<file path="config.mk">
export PLATFORM = sky130hd
export DESIGN_NAME = pc_sequencer_flat
export DESIGN_NICKNAME = d
export VERILOG_FILES = /design/src/rtl/pc_seq_if.sv /design/src/rtl/pc_sequencer.sv /design/src/flat_wrapper.sv
export SDC_FILE = /design/constraint.sdc
export NUM_CORES = 1
export LEC_CHECK = 0
export ABC_AREA = 0
export BUFFER_PORTS_ARGS = -buffer_cell sky130_fd_sc_hd__buf_2
export CAP_MARGIN = 20
export CORE_MARGIN = 2
export CORE_UTILIZATION = 51
export DETAILED_ROUTE_END_ITERATION = 6
export PLACE_DENSITY = 0.84
export SETUP_SLACK_MARGIN = 0.5
export SLEW_MARGIN = 20
export SYNTH_ARGS = -nofsm -noshare
export SYNTH_HDL_FRONTEND = slang
export SYNTH_SLANG_ARGS = --single-unit
export TNS_END_PERCENT = 30
</file>
<file path="constraint.sdc">
create_clock -name clk -period 2.7 [get_ports clk]
set_input_delay 0.81 -clock clk [delete_from_list [all_inputs] [get_ports clk]]
set_output_delay 0.81 -clock clk [all_outputs]
set_load 0.02 [all_outputs]
</file>
<file path="src/rtl/pc_seq_if.sv">
// pc_seq_if: fetch-stage bundle between the next-PC sequencer, the
// redirect logic and instruction memory.
//   master : the sequencer (drives fetch_valid/pc/pc_plus1/halted/fetch_cnt/epc)
//   slave  : the surrounding pipeline (drives stall/redirects/halt/resume/
//            trap/fetch_ready)
// Macro PC_SEQ_TRAP_EN adds the trap request and the saved-PC (epc) output.
interface pc_seq_if #(
  parameter int N     = 9,
  parameter int CNT_W = 16
);
  logic             stall;
  logic             br_taken;
  logic [N-1:0]     br_target;
  logic             jmp;
  logic [N-1:0]     jmp_target;
  logic             halt;
  logic             resume;
  logic             fetch_ready;
  logic             fetch_valid;
  logic [N-1:0]     pc;
  logic [N-1:0]     pc_plus1;
  logic             halted;
  logic [CNT_W-1:0] fetch_cnt;
`ifdef PC_SEQ_TRAP_EN
  logic             trap;
  logic [N-1:0]     epc;

  modport master (
    input  stall, br_taken, br_target, jmp, jmp_target, halt, resume,
           fetch_ready, trap,
    output fetch_valid, pc, pc_plus1, halted, fetch_cnt, epc
  );
  modport slave (
    output stall, br_taken, br_target, jmp, jmp_target, halt, resume,
           fetch_ready, trap,
    input  fetch_valid, pc, pc_plus1, halted, fetch_cnt, epc
  );
`else
  modport master (
    input  stall, br_taken, br_target, jmp, jmp_target, halt, resume,
           fetch_ready,
    output fetch_valid, pc, pc_plus1, halted, fetch_cnt
  );
  modport slave (
    output stall, br_taken, br_target, jmp, jmp_target, halt, resume,
           fetch_ready,
    input  fetch_valid, pc, pc_plus1, halted, fetch_cnt
  );
`endif
endinterface

</file>
<file path="src/rtl/pc_sequencer.sv">
// pc_sequencer: next-PC controller for the fetch stage.
// Owns the PC register, presents it to instruction memory with a
// valid/ready handshake and picks the next PC from +1 (mod 2^N), branch,
// jump or trap vector. States BOOT -> RUN <-> HALT.
// Ports:
//   clk  : clock, rising edge
//   rst  : asynchronous active-high reset
//   bus  : pc_seq_if.master (stall, br_taken/br_target, jmp/jmp_target,
//          halt, resume, fetch_ready, [trap] in; fetch_valid, pc, pc_plus1,
//          halted, fetch_cnt, [epc] out)
// Optional feature macro: PC_SEQ_TRAP_EN (trap input, epc output, trap has
// top priority in RUN and HALT and leaves HALT).
module pc_sequencer #(
  parameter int           N        = 9,
  parameter logic [N-1:0] RESET_PC = {N{1'b0}},
  parameter logic [N-1:0] TRAP_VEC = 9'h1F0,
  parameter int           CNT_W    = 16
) (
  input  logic        clk,
  input  logic        rst,
  pc_seq_if.master    bus
);

  typedef enum logic [1:0] {
    BOOT = 2'd0,
    RUN  = 2'd1,
    HALT = 2'd2
  } state_t;

  state_t           state_q;
  logic [N-1:0]     pc_q;
  logic             fetch_valid_q;
  logic             halted_q;
  logic [CNT_W-1:0] fetch_cnt_q;
  logic [N-1:0]     pc_plus1_s;
  logic             accept_s;

  // Increment wraps naturally at 2^N by truncation.
  assign pc_plus1_s = pc_q + {{(N-1){1'b0}}, 1'b1};

  // fetch_valid_q mirrors (state_q == RUN); it is kept as its own flop so the
  // handshake output comes straight from a register.
  assign accept_s = fetch_valid_q & bus.fetch_ready & ~bus.stall;

`ifdef PC_SEQ_TRAP_EN
  logic [N-1:0] epc_q;
  assign bus.epc = epc_q;
`else
  logic unused_trap_vec_s;
  assign unused_trap_vec_s = ^TRAP_VEC;
`endif

  // Sequencer FSM, PC register, fetch counter and saved PC.
  always_ff @(posedge clk or posedge rst) begin
    if (rst) begin
      state_q       <= BOOT;
      pc_q          <= RESET_PC;
      fetch_valid_q <= 1'b0;
      halted_q      <= 1'b0;
      fetch_cnt_q   <= {CNT_W{1'b0}};
`ifdef PC_SEQ_TRAP_EN
      epc_q         <= {N{1'b0}};
`endif
    end else begin
      // Counts every accepted fetch, including one that coincides with a
      // redirect (the address was consumed even though the PC moves away).
      if (accept_s) begin
        fetch_cnt_q <= fetch_cnt_q + {{(CNT_W-1){1'b0}}, 1'b1};
      end

      case (state_q)
        BOOT: begin
          state_q       <= RUN;
          fetch_valid_q <= 1'b1;
          halted_q      <= 1'b0;
        end

        RUN: begin
          // Redirects ignore stall/fetch_ready: the pending fetch is dropped.
`ifdef PC_SEQ_TRAP_EN
          if (bus.trap) begin
            pc_q  <= TRAP_VEC;
            epc_q <= pc_q;
          end else
`endif
          if (bus.jmp) begin
            pc_q <= bus.jmp_target;
          end else if (bus.br_taken) begin
            pc_q <= bus.br_target;
          end else if (bus.halt) begin
            // Halt still lets the current fetch retire if it was accepted,
            // so resume continues at the following address.
            state_q       <= HALT;
            fetch_valid_q <= 1'b0;
            halted_q      <= 1'b1;
            if (accept_s) begin
              pc_q <= pc_plus1_s;
            end
          end else if (accept_s) begin
            pc_q <= pc_plus1_s;
          end
        end

        HALT: begin
          // Branches and jumps are meaningless while halted; only trap or
          // resume leave this state.
`ifdef PC_SEQ_TRAP_EN
          if (bus.trap) begin
            pc_q          <= TRAP_VEC;
            epc_q         <= pc_q;
            state_q       <= RUN;
            fetch_valid_q <= 1'b1;
            halted_q      <= 1'b0;
          end else
`endif
          if (bus.resume) begin
            state_q       <= RUN;
            fetch_valid_q <= 1'b1;
            halted_q      <= 1'b0;
          end
        end

        default: begin
          state_q       <= BOOT;
          fetch_valid_q <= 1'b0;
          halted_q      <= 1'b0;
        end
      endcase
    end
  end

  assign bus.fetch_valid = fetch_valid_q;
  assign bus.pc          = pc_q;
  assign bus.pc_plus1    = pc_plus1_s;
  assign bus.halted      = halted_q;
  assign bus.fetch_cnt   = fetch_cnt_q;

endmodule

</file>
<file path="src/flat_wrapper.sv">
// flat-port wrapper written by rule: the top's interface ports become plain ports
module pc_sequencer_flat 
#(
  parameter int           N        = 9,
  parameter logic [N-1:0] RESET_PC = {N{1'b0}},
  parameter logic [N-1:0] TRAP_VEC = 9'h1F0,
  parameter int           CNT_W    = 16
)
  (clk, rst, bus_stall, bus_br_taken, bus_br_target, bus_jmp, bus_jmp_target, bus_halt, bus_resume, bus_fetch_ready, bus_fetch_valid, bus_pc, bus_pc_plus1, bus_halted, bus_fetch_cnt);
  pc_seq_if #(.N(N), .CNT_W(CNT_W)) bus_i ();
  input  logic clk;
  input  logic rst;
  input wire logic [$bits(bus_i.stall)-1:0] bus_stall;
  input wire logic [$bits(bus_i.br_taken)-1:0] bus_br_taken;
  input wire logic [$bits(bus_i.br_target)-1:0] bus_br_target;
  input wire logic [$bits(bus_i.jmp)-1:0] bus_jmp;
  input wire logic [$bits(bus_i.jmp_target)-1:0] bus_jmp_target;
  input wire logic [$bits(bus_i.halt)-1:0] bus_halt;
  input wire logic [$bits(bus_i.resume)-1:0] bus_resume;
  input wire logic [$bits(bus_i.fetch_ready)-1:0] bus_fetch_ready;
  output wire logic [$bits(bus_i.fetch_valid)-1:0] bus_fetch_valid;
  output wire logic [$bits(bus_i.pc)-1:0] bus_pc;
  output wire logic [$bits(bus_i.pc_plus1)-1:0] bus_pc_plus1;
  output wire logic [$bits(bus_i.halted)-1:0] bus_halted;
  output wire logic [$bits(bus_i.fetch_cnt)-1:0] bus_fetch_cnt;
  assign bus_i.stall = bus_stall;
  assign bus_i.br_taken = bus_br_taken;
  assign bus_i.br_target = bus_br_target;
  assign bus_i.jmp = bus_jmp;
  assign bus_i.jmp_target = bus_jmp_target;
  assign bus_i.halt = bus_halt;
  assign bus_i.resume = bus_resume;
  assign bus_i.fetch_ready = bus_fetch_ready;
  assign bus_fetch_valid = bus_i.fetch_valid;
  assign bus_pc = bus_i.pc;
  assign bus_pc_plus1 = bus_i.pc_plus1;
  assign bus_halted = bus_i.halted;
  assign bus_fetch_cnt = bus_i.fetch_cnt;
  pc_sequencer #(.N(N), .RESET_PC(RESET_PC), .TRAP_VEC(TRAP_VEC), .CNT_W(CNT_W)) u_core (.clk(clk), .rst(rst), .bus(bus_i));
endmodule
</file>
Word level (Yosys, flattened, before mapping)

Index checks and enable logic that the tools add are counted.

Output and inout bits: 36
Input bits: 26
Register bits: 29
Word-level logic and storage cells: 38

Muxes and demuxes: 18
Bitwise operators: 3
Equal/unequal tests: 6
Add/sub/neg operators: 2
Reductions and logical operators: 4

Operators with widths:

| cell                                                | number |
|---|---|
| two-way mux 9 bit                                   | 3 |
| adder 16 x 1 -> 16 bit, second input constant       | 1 |
| adder 9 x 1 -> 9 bit, second input constant         | 1 |
| two-way mux 1 bit                                   | 8 |
| two-way mux 2 bit                                   | 4 |
| != test 2 bit, second input constant                | 4 |
| case mux 2 bit (3 select lines)                     | 1 |
| AND reduction 4 bit                                 | 1 |
| case mux 1 bit (3 select lines)                     | 1 |
| nonzero test 3 bit                                  | 1 |
| bitwise AND 1 bit                                   | 2 |
| equality test 2 x 1 -> 1 bit, second input constant | 1 |
| equality test 2 bit, second input constant          | 1 |
| zero test 2 bit                                     | 1 |
| case mux 1 bit (2 select lines)                     | 1 |
| AND reduction 2 bit                                 | 1 |
| NOT 1 bit                                           | 1 |

Logic depth before layout (Yosys ltp)

Gate-level depths: netlist of run 1.

Word-level depth: 5
Depth in mapped cells: 5
Gate-level depth less buffers: 5

Worst setup path before layout of run 1

Ideal clock, no wire load.

Path kind: reg-to-output
Start point: register u_core.pc_q[0] (netlist: u_core.bus.pc[0])
End point: output port bus_pc_plus1[6]
Required time: 1.890 ns
Cell stages (with the launch flop): 5
Slack: 0.361 ns
Path buffers: 0
Arrival: 1.529 ns
Cells stage by stage: dfrtp_1 > ha_1 > inv_1 > or2_2 > xnor2_1

Longest elaborated chain between the ends: 1

RTL lines:

| item                   | RTL line           | source |
|---|---|---|
| from (decl)            | pc_sequencer.sv:31 | `logic [N-1:0] pc_q;` |
| from (signal assigned) | pc_sequencer.sv:87 | `pc_q <= bus.jmp_target;` |
| from (signal assigned) | pc_sequencer.sv:89 | `pc_q <= bus.br_target;` |
| from (signal assigned) | pc_sequencer.sv:97 | `pc_q <= pc_plus1_s;` |
| adder 9 x 1 -> 9 bit   | pc_sequencer.sv:39 | `assign pc_plus1_s = pc_q + {{(N-1){1'b0}}, 1'b1};` |
| to (decl)              | flat_wrapper.sv:23 | `output wire logic [$bits(bus_i.pc_plus1)-1:0] bus_pc_plus1;` |

Every way passes these cells.

Final worst setup path of run 1

Start point: register u_core.pc_q[1] (netlist: u_core.bus.pc[1])
End point: output port bus_pc_plus1[7]

The elaborated chain is that of the path after synthesis.

==> impl_metrics.toml, run 1 <==
[outcome]
status = "finished, violations left"
violations = "DRC"

[synthesis]
synth_area_leaders = "dfrtp_1 (44%), xnor2_1 (8.6%), nand3_1 (5.9%), nand2_1 (3.7%), xor2_1 (2.9%)"
synth_commonest_cells = "dfrtp_1 (27), nand3_1 (18), nand2_1 (15), xnor2_1 (15), nor2_1 (10)"
yosys_register_bits = 27
synthCells = 154
synthArstFlopShare_pct = 100
yosysWarningCount = 0
ys.flop_type = "dfrtp_1"
synth_cell_type_count = 37
synth.most_common_cell = "dfrtp_1"
synth_top_area_share_pct = 44.3
synth_nets = 182
yosys.area.top_type = "dfrtp_1"
syn_area_per_cell_sq_um = 9.91
ys_seq_area_share_pct = 44.3
syn_area_sq_um = 1530
synth-edff-count = 0

[power]
power_mw = 1.35
p_per_area_nw_per_um2 = 668
vdd_drop_max_mv = 0.549
p_leak_nw = 1.04

[drt]
drt-vias-per-instance = 5.60
wl_met2_mm = 1.97
wire_per_inst_um = 15.0
drc = 3
vias = 1457
highest_layer = "met4"
wl_met1_mm = 1.60
wl_met3_um = 245
drt_iter0_drc = 62
drt_wl_total_mm = 3.91
antenna_left = 0
dr.pass1.iters = 6

[die]
placementRows = 19
die_area_sq_um = 3450
die_h_um = 58.7
pin_count = 62
initial_core_util_pct = 54.4
die_width_um = 58.7
core_sq_um = 2810

[sta]
worstMarginPinSlew_ns = 0.677
fmax_mhz = 408
finalCritPeriodShare_pct = 90.8
period_minus_slack_ns = 2.45
fin_setup_tns_ns = 0
worst_slack_ns = 0.247
max_slew_margin_pct = 54.8
drv_slew = 0
skew_ns = 0.00233
rsz0062_at_grt = "true"
finalHoldViolations = 0
setup_viol = 0

[worst_setup_path]
required_ns = 1.89
critPathBufInv = 2
path_depth = 5
cp_slowest_stage_delay_ns = 0.44
path_max_fanout = 3
path_delay_family = "flip-flops"
r2r_cells = 5
path_cells = "buf_6 -> nand2_2 -> or3_4 -> xnor2_2 -> buf_4"
end_kind = "output pin"
path_class = "register to output pin"
r2r_slack_ns = 1.11
cp-start-kind = "register"
crit_slowest_cell = "dfrtp_1"
regToRegStartpoint = "u_core.bus.pc[3]$_DFFE_PP0P_"
arrival_ns = 1.64
r2r-end = "u_core.bus.pc[5]$_DFFE_PP0P_"

[placed_design]
port_buffers = 61
gp_congestion = 0.771
dpl_worst_slack_ns = 0.527
hpwl_mm = 2.73

[min_path]
holdPathStages = 1
holdPathEnd = "u_core.bus.fetch_cnt[15]$_DFFE_PP0P_"
hold_path.class = "register to register"
min_from = "u_core.bus.fetch_cnt[15]$_DFFE_PP0P_"

[flow_run]
maxCapViolations = 0

[grt]
grt_max_degree = 19
overflow = 0
grt_pass1_wl_mm = 6.30
grt_use_total_pct = 24.4
antenna_found_initial = 0
grt_pass1_vias = 1413

[clocking]
cts_hold_buf = 0
cts_root_buf = "clkbuf_4"
clock_latency_ns = 0.33
cts_tree = "done"
clock_sinks = 27
clk_path_buf_depth = 2
numCtsBuffers = 3
htree_num_levels = 1
clk_pin_slew_ns = 0.14

[final_layout]
area_growth_pct = 32.0
antenna_cells = 0
drive_gt1_share_pct = 41.5
num-nets-final = 258
## cell type report
cell class	instances	area, sq um
clock buffer	3	22.5
clock inverter	1	5.00
fill	230	791
inverter	8	30.0
multi-input combinational	116	826
sequential	27	678
tap	31	38.8
timing repair buffer	74	414
## sequential cells by signal, summed over array words and instances (netlist names)
signal	count
u_core.bus.pc	9
u_core.bus.fetch_cnt	16
u_core.state_q	1
u_core.bus.halted	1
## how the worst max path moves through the flow
| stage | from | end | slack [ns] |
|---|---|---|---|
| floorplan | u_core.bus.pc[1]$_DFFE_PP0P_ | bus_pc_plus1[6] | 0.52 |
| global placement | u_core.bus.pc[2]$_DFFE_PP0P_ | bus_pc_plus1[7] | 0.56 |
| detailed placement | u_core.bus.pc[2]$_DFFE_PP0P_ | bus_pc_plus1[7] | 0.53 |
| CTS | u_core.bus.pc[1]$_DFFE_PP0P_ | bus_pc_plus1[7] | 0.26 |
| global route | u_core.bus.pc[4]$_DFFE_PP0P_ | bus_pc_plus1[7] | 0.17 |
| finish | u_core.bus.pc[1]$_DFFE_PP0P_ | bus_pc_plus1[7] | 0.25 |
## report_power, final
part	switching (mW)	total [mW]	internal, mW
logic	0.348	0.606	0.258
registers	0.0891	0.561	0.472
clock network	0.122	0.178	0.0559
total	0.559	1.35	0.786
## worst reg2reg max path, cell delays in order (launching register included)
cell      delay (ns)
dfrtp_1         0.39
buf_4           0.12
nand3_1         0.09
o21a_1          0.23
o311ai_0        0.48
a21oi_1         0.15
## cell usage in the layout (no fill, tap or decap), types with 3 or more instances in the layout
cell and n:
buf_2 58, dfrtp_1 25, nand3_1 18, buf_4 15
xnor2_1 14, nand2_1 14, nor2_1 10, inv_1 8
a21oi_1 6, nand2b_1 5, xor2_1 5, mux2i_1 4
nor4_2 3, a21o_1 3, o21ai_0 3, o211ai_1 3
clkbuf_4 3
## repair_timing
action / 4_1_cts / 5_1_grt
endpoints found under the setup margin: 7 / 7
setup buffers: 9 / 3
endpoints found under the hold margin: 0 / 0
gates resized for setup: 7 / 1
pin swaps: 2 / 3
## metal layers
metal  vias to the layer above  track usage, %
li1                        689               -
met1                       701            29.6
met2                        55            41.1
met3                        12            6.59
met4                         0            9.74
met5                         -               0
## logic make-up after synthesis
logic type                 synth area share (%)
and+or+nand+nor                            23.9
DFF                                        44.3
AOI/OAI and AO/OA                          11.1
xor gates and xnor gates                   12.5
buffers and inverters                      3.12
muxes                                      3.36
adders and majority gates                  1.64
## per-stage QoR
step                      hold WS (ns)  cell area, sq um  util, %  cells
final                            0.480              2010     71.8    260
after global routing             0.516              2010     71.8    260
after CTS                        0.480              1990     70.9    257
after detailed placement         0.461              1870     66.6    244
after global placement           0.455              1870     66.6    244
after floorplan                  0.582              1540        -    154
Note: power is estimated with default switching activity, not from simulation.
==> run 2: changes to the inputs <==
--- a/config.mk
+++ b/config.mk
@@ -8,7 +8,6 @@
 export ABC_AREA = 0
 export BUFFER_PORTS_ARGS = -buffer_cell sky130_fd_sc_hd__buf_2
 export CAP_MARGIN = 20
-export CORE_MARGIN = 2
 export CORE_UTILIZATION = 51
 export DETAILED_ROUTE_END_ITERATION = 6
 export PLACE_DENSITY = 0.84
==> constraint.sdc (replaced) <==
create_clock -name clk -period 2.9 [get_ports clk]
set_input_delay 0.87 -clock clk [delete_from_list [all_inputs] [get_ports clk]]
set_output_delay 0.87 -clock clk [all_outputs]
set_load 0.02 [all_outputs]
==> run 2 against run 1 <==
The flow still finishes with violations (DRC). Sequential cell count unchanged. Combinational power shrank 12%. Power down 10%.
==> impl_metrics.toml, run 2 (synthesis results as in run 1) <==
[clocking]
numCtsBuffers = 3
clock_sinks = 27
cts_tree = "done"
cts_root_buf = "clkbuf_4"
cts_hold_buf = 0
clk_pin_slew_ns = 0.14
clock_latency_ns = 0.32
clk_path_buf_depth = 2
htree_num_levels = 1

[die]
initial_core_util_pct = 54.4
die_area_sq_um = 3220
placementRows = 19
pin_count = 62
die_width_um = 56.7
die_h_um = 56.7
core_sq_um = 2810

[grt]
grt_max_degree = 28
overflow = 0
antenna_found_initial = 0
grt_pass1_vias = 1316
grt_use_total_pct = 24.5
grt_pass1_wl_mm = 6.10

[sta]
worstMarginPinSlew_ns = 0.405
period_minus_slack_ns = 2.49
fin_worst_hold_slack_ns = 0.486
skew_ns = 0.0117
fmax_mhz = 401
drv_slew = 0
max_slew_margin_pct = 72.8
worst_slack_ns = 0.408
finalCritPeriodShare_pct = 85.9
fin_setup_tns_ns = 0
setup_viol = 0
finalHoldViolations = 0
rsz0062_at_grt = "true"

[final_layout]
drive_gt1_share_pct = 39.6
design_area_sq_um = 1960
area_growth_pct = 28.7
final_common_cell = "buf_2"
antenna_cells = 0
num-nets-final = 254
largest_reg_flops = 16
layout_common_cells = "buf_2 (59), dfrtp_1 (25), nand3_1 (18)"

[worst_setup_path]
regToRegStartpoint = "u_core.state_q[0]$_DFFE_PP0P_"
cp-startpoint = "u_core.bus.pc[0]$_DFFE_PP0P_"
endpoint = "bus_pc_plus1[7]"
path_max_fanout = 6
r2r_cells = 4
required_ns = 2.03
path_class = "register to output pin"
r2r-end = "u_core.bus.fetch_cnt[13]$_DFFE_PP0P_"
end_kind = "output pin"
r2r_slack_ns = 1.31
arrival_ns = 1.62
cp-start-kind = "register"

[drt]
drt_wl_total_mm = 3.60
drt-vias-per-instance = 5.45
drt_iter0_drc = 62
dr.pass1.iters = 6
drc = 4
vias = 1395
antenna_left = 0
wire_per_inst_um = 14.0

[power]
p_leak_nw = 1.01
vdd_drop_max_mv = 0.372
p_per_area_nw_per_um2 = 615

[placed_design]
dpl_worst_slack_ns = 0.621
gp_congestion = 0.845
port_buffers = 61
hpwl_mm = 2.68
dpl-instance-area_sq_um = 1860

[outcome]
violations = "DRC"
status = "finished, violations left"

[min_path]
hold_path.class = "register to register"

[flow_run]
maxCapViolations = 0
==> run 2: where the power goes <==
group          total, mW  switching (mW)  internal (mW)
Sequential         0.520          0.0801          0.439
Combinational      0.532           0.312          0.220
Clock              0.157           0.103         0.0538
Total               1.21           0.495          0.713
==> run 2: metrics by stage <==
step	instances	util, %	total power, mW
finish	256	70.0	1.21
global route	256	70.0	1.28
CTS	256	70.0	1.21
detailed placement	244	66.3	1.01
global placement	244	66.3	1.00
floorplan	154	-	0.845
==> run 2: final cells by class <==
cell class / count / area [sq um]
fill: 242 / 841
multi-input combinational: 116 / 813
sequential: 27 / 678
timing repair buffer: 70 / 378
tap: 31 / 38.8
inverter: 8 / 30.0
clock buffer: 4 / 26.3
==> run 2: worst min path at each step <==
stage / startpoint / cells past startpoint / endpoint
after floorplan: u_core.bus.fetch_cnt[15]$_DFFE_PP0P_ / 1 / u_core.bus.fetch_cnt[15]$_DFFE_PP0P_
after global placement: u_core.bus.fetch_cnt[15]$_DFFE_PP0P_ / 1 / u_core.bus.fetch_cnt[15]$_DFFE_PP0P_
after detailed placement: u_core.bus.fetch_cnt[15]$_DFFE_PP0P_ / 1 / u_core.bus.fetch_cnt[15]$_DFFE_PP0P_
after CTS: u_core.bus.fetch_cnt[15]$_DFFE_PP0P_ / 1 / u_core.bus.fetch_cnt[15]$_DFFE_PP0P_
after global routing: u_core.bus.fetch_cnt[15]$_DFFE_PP0P_ / 1 / u_core.bus.fetch_cnt[15]$_DFFE_PP0P_
final: u_core.bus.fetch_cnt[15]$_DFFE_PP0P_ / 1 / u_core.bus.fetch_cnt[15]$_DFFE_PP0P_
==> run 2: timing repair <==
| item | CTS | global route |
|---|---|---|
| pin swaps | 1 | 0 |
| setup buffers | 8 | 0 |
| gates cloned | 0 | 0 |
| gates resized for setup | 6 | 0 |
| setup endpoints to repair | 5 | 4 |
==> run 2: metal layers <==
metal / GRT usage (%) / vias to the layer above / wire [um]
met2: 38.4 / 61 / 1720
met5: 0 / - / 0
met3: 5.53 / 6 / 231
li1: - / 677 / -
met1: 34.2 / 651 / 1600
met4: 6.07 / 0 / 42
==> run 2: worst max-delay path: stages, from the launching register on <==
cell and delay, ns:
dfrtp_1 0.39, buf_4 0.14, nand2_1 0.09, or3_4 0.36, xnor2_2 0.16, buf_4 0.16
==> run 3: changes to the inputs <==
--- a/config.mk
+++ b/config.mk
@@ -8,9 +8,9 @@
 export ABC_AREA = 0
 export BUFFER_PORTS_ARGS = -buffer_cell sky130_fd_sc_hd__buf_2
 export CAP_MARGIN = 20
-export CORE_UTILIZATION = 51
+export CORE_UTILIZATION = 48
 export DETAILED_ROUTE_END_ITERATION = 6
-export PLACE_DENSITY = 0.84
+export PLACE_DENSITY = 0.8
 export SETUP_SLACK_MARGIN = 0.5
 export SLEW_MARGIN = 20
 export SYNTH_ARGS = -nofsm -noshare
==> constraint.sdc (replaced) <==
create_clock -name clk -period 2.51 [get_ports clk]
set_input_delay 0.753 -clock clk [delete_from_list [all_inputs] [get_ports clk]]
set_output_delay 0.753 -clock clk [all_outputs]
set_load 0.02 [all_outputs]
==> run 3 against run 2 <==
Combinational power is 26% higher. Critical path depth is 1 lower. Register-to-register slack worse by 0.40 ns. The run now ends clean. Sequential cell count stayed put. Clock skew is 0.0028 ns lower. Global-route usage is 1.5 points lower.
==> impl_metrics.toml, run 3 (synthesis results as in run 1) <==
[outcome]
status = "finished, final reports clean"

[grt]
overflow = 0
grt_pass1_vias = 1314
grt_max_degree = 18
grt_pass1_wl_mm = 5.95
grt_use_total_pct = 23.0
antenna_found_initial = 0

[final_layout]
area_growth_pct = 37.0
multiInputGateArea_sq_um = 872
n_fill_cell = 249
design_area_sq_um = 2090
final_common_cell = "buf_2"
largest_reg_flops = 16
num-nets-final = 257
layout_common_cells = "buf_2 (57), dfrtp_1 (19), nand3_1 (17)"
final-seq-area_sq_um = 686
drive_gt1_share_pct = 44.7
antenna_cells = 0

[sta]
worstMarginPinSlew_ns = 0.532
skew_ns = 0.00898
max_slew_margin_pct = 64.5
finalHoldViolations = 0
fin_worst_hold_slack_ns = 0.426
period_minus_slack_ns = 2.32
rsz0062_at_grt = "true"
drv_slew = 0
finalCritPeriodShare_pct = 92.5
fin_setup_tns_ns = 0
worst_slack_ns = 0.188
setup_viol = 0
fmax_mhz = 431

[placed_design]
dpl-instance-area_sq_um = 1930
gp_congestion = 0.798
hpwl_mm = 2.67
dpl_worst_slack_ns = 0.426
port_buffers = 61

[power]
vdd_drop_max_mv = 0.360
p_per_area_nw_per_um2 = 714
power_mw = 1.49
p_leak_nw = 1.04

[clocking]
cts_hold_buf = 0
cts_tree = "done"
clk_pin_slew_ns = 0.16
cts_root_buf = "clkbuf_4"
clk_path_buf_depth = 2
numCtsBuffers = 3
htree_num_levels = 1
clock_sinks = 27
clock_latency_ns = 0.33

[die]
die_h_um = 58.4
initial_core_util_pct = 50.4
pin_count = 62
core_sq_um = 3030
die_area_sq_um = 3410
die_width_um = 58.4
placementRows = 20

[drt]
drc = 0
drt-vias-per-instance = 5.17
drt_wl_total_mm = 3.71
drt_iter0_drc = 47
vias = 1406
wire_per_inst_um = 13.7
antenna_left = 0
dr.pass1.iters = 4

[worst_setup_path]
r2r_slack_ns = 0.91
cp-start-kind = "register"
end_kind = "output pin"
required_ns = 1.76
path_class = "register to output pin"
path_max_fanout = 4
arrival_ns = 1.57

[flow_run]
maxCapViolations = 0

[min_path]
hold_path.class = "primary input to asynchronous set/reset pin"
==> run 3: where the power goes <==
part	switching [mW]	internal, mW
combinational	0.377	0.294
sequential	0.107	0.512
clock	0.138	0.0650
total	0.622	0.871
==> run 3: routing by layer <==
layer  track usage (%)  share of wire, %  vias to the layer above
met5                 0                 0                        -
li1                  -                 -                      686
met3              2.86               5.2                        8
met2              38.1                47                       55
met4              8.16               1.9                        0
met1              31.1                45                      657
==> run 3: path summary, 6_finish.rpt <==
kind                                                      startpoint                                   end  cells after the start
worst max register to register   u_core.bus.fetch_cnt[0]$_DFFE_PP0P_  u_core.bus.fetch_cnt[12]$_DFFE_PP0P_                      5
worst min register to register  u_core.bus.fetch_cnt[15]$_DFFE_PP0P_  u_core.bus.fetch_cnt[15]$_DFFE_PP0P_                      1
worst max-delay path                    u_core.bus.pc[2]$_DFFE_PP0P_                       bus_pc_plus1[7]                      4
max in group asynchronous                                        rst  u_core.bus.fetch_cnt[15]$_DFFE_PP0P_                      3
worst min-delay path                                             rst         u_core.bus.halted$_DFFE_PP0P_                      2
min in group clk                u_core.bus.fetch_cnt[15]$_DFFE_PP0P_  u_core.bus.fetch_cnt[15]$_DFFE_PP0P_                      1
==> run 3: what timing repair did <==
| item | 4_1_cts | 5_1_grt |
|---|---|---|
| cloned | 0 | 0 |
| pin swaps | 5 | 3 |
| resized for setup | 8 | 6 |
| setup endpoints to repair | 8 | 8 |
| buffers inserted | 9 | 2 |
==> run 3: critical path: stages (launching register included) <==
cell and delay, ns:
dfrtp_2 0.46, nand4_4 0.12, or3_4 0.37, xnor2_4 0.16, buf_6 0.14
==> run 3: layout make-up <==
class	count	area share (%)
Clock buffer	3	1.08
Tap cell	44	2.63
Sequential cell	27	32.8
Multi-Input combinational cell	116	41.7
Clock inverter	1	0.419
Timing Repair Buffer	73	19.9
Inverter	8	1.44
==> run 3: per-stage QoR <==
| stage | util [%] | instances |
|---|---|---|
| global placement | 63.7 | 257 |
| finish | 69.0 | 272 |
| CTS | 67.9 | 270 |
| floorplan | - | 154 |
| global route | 69.0 | 272 |
| detailed placement | 63.7 | 257 |
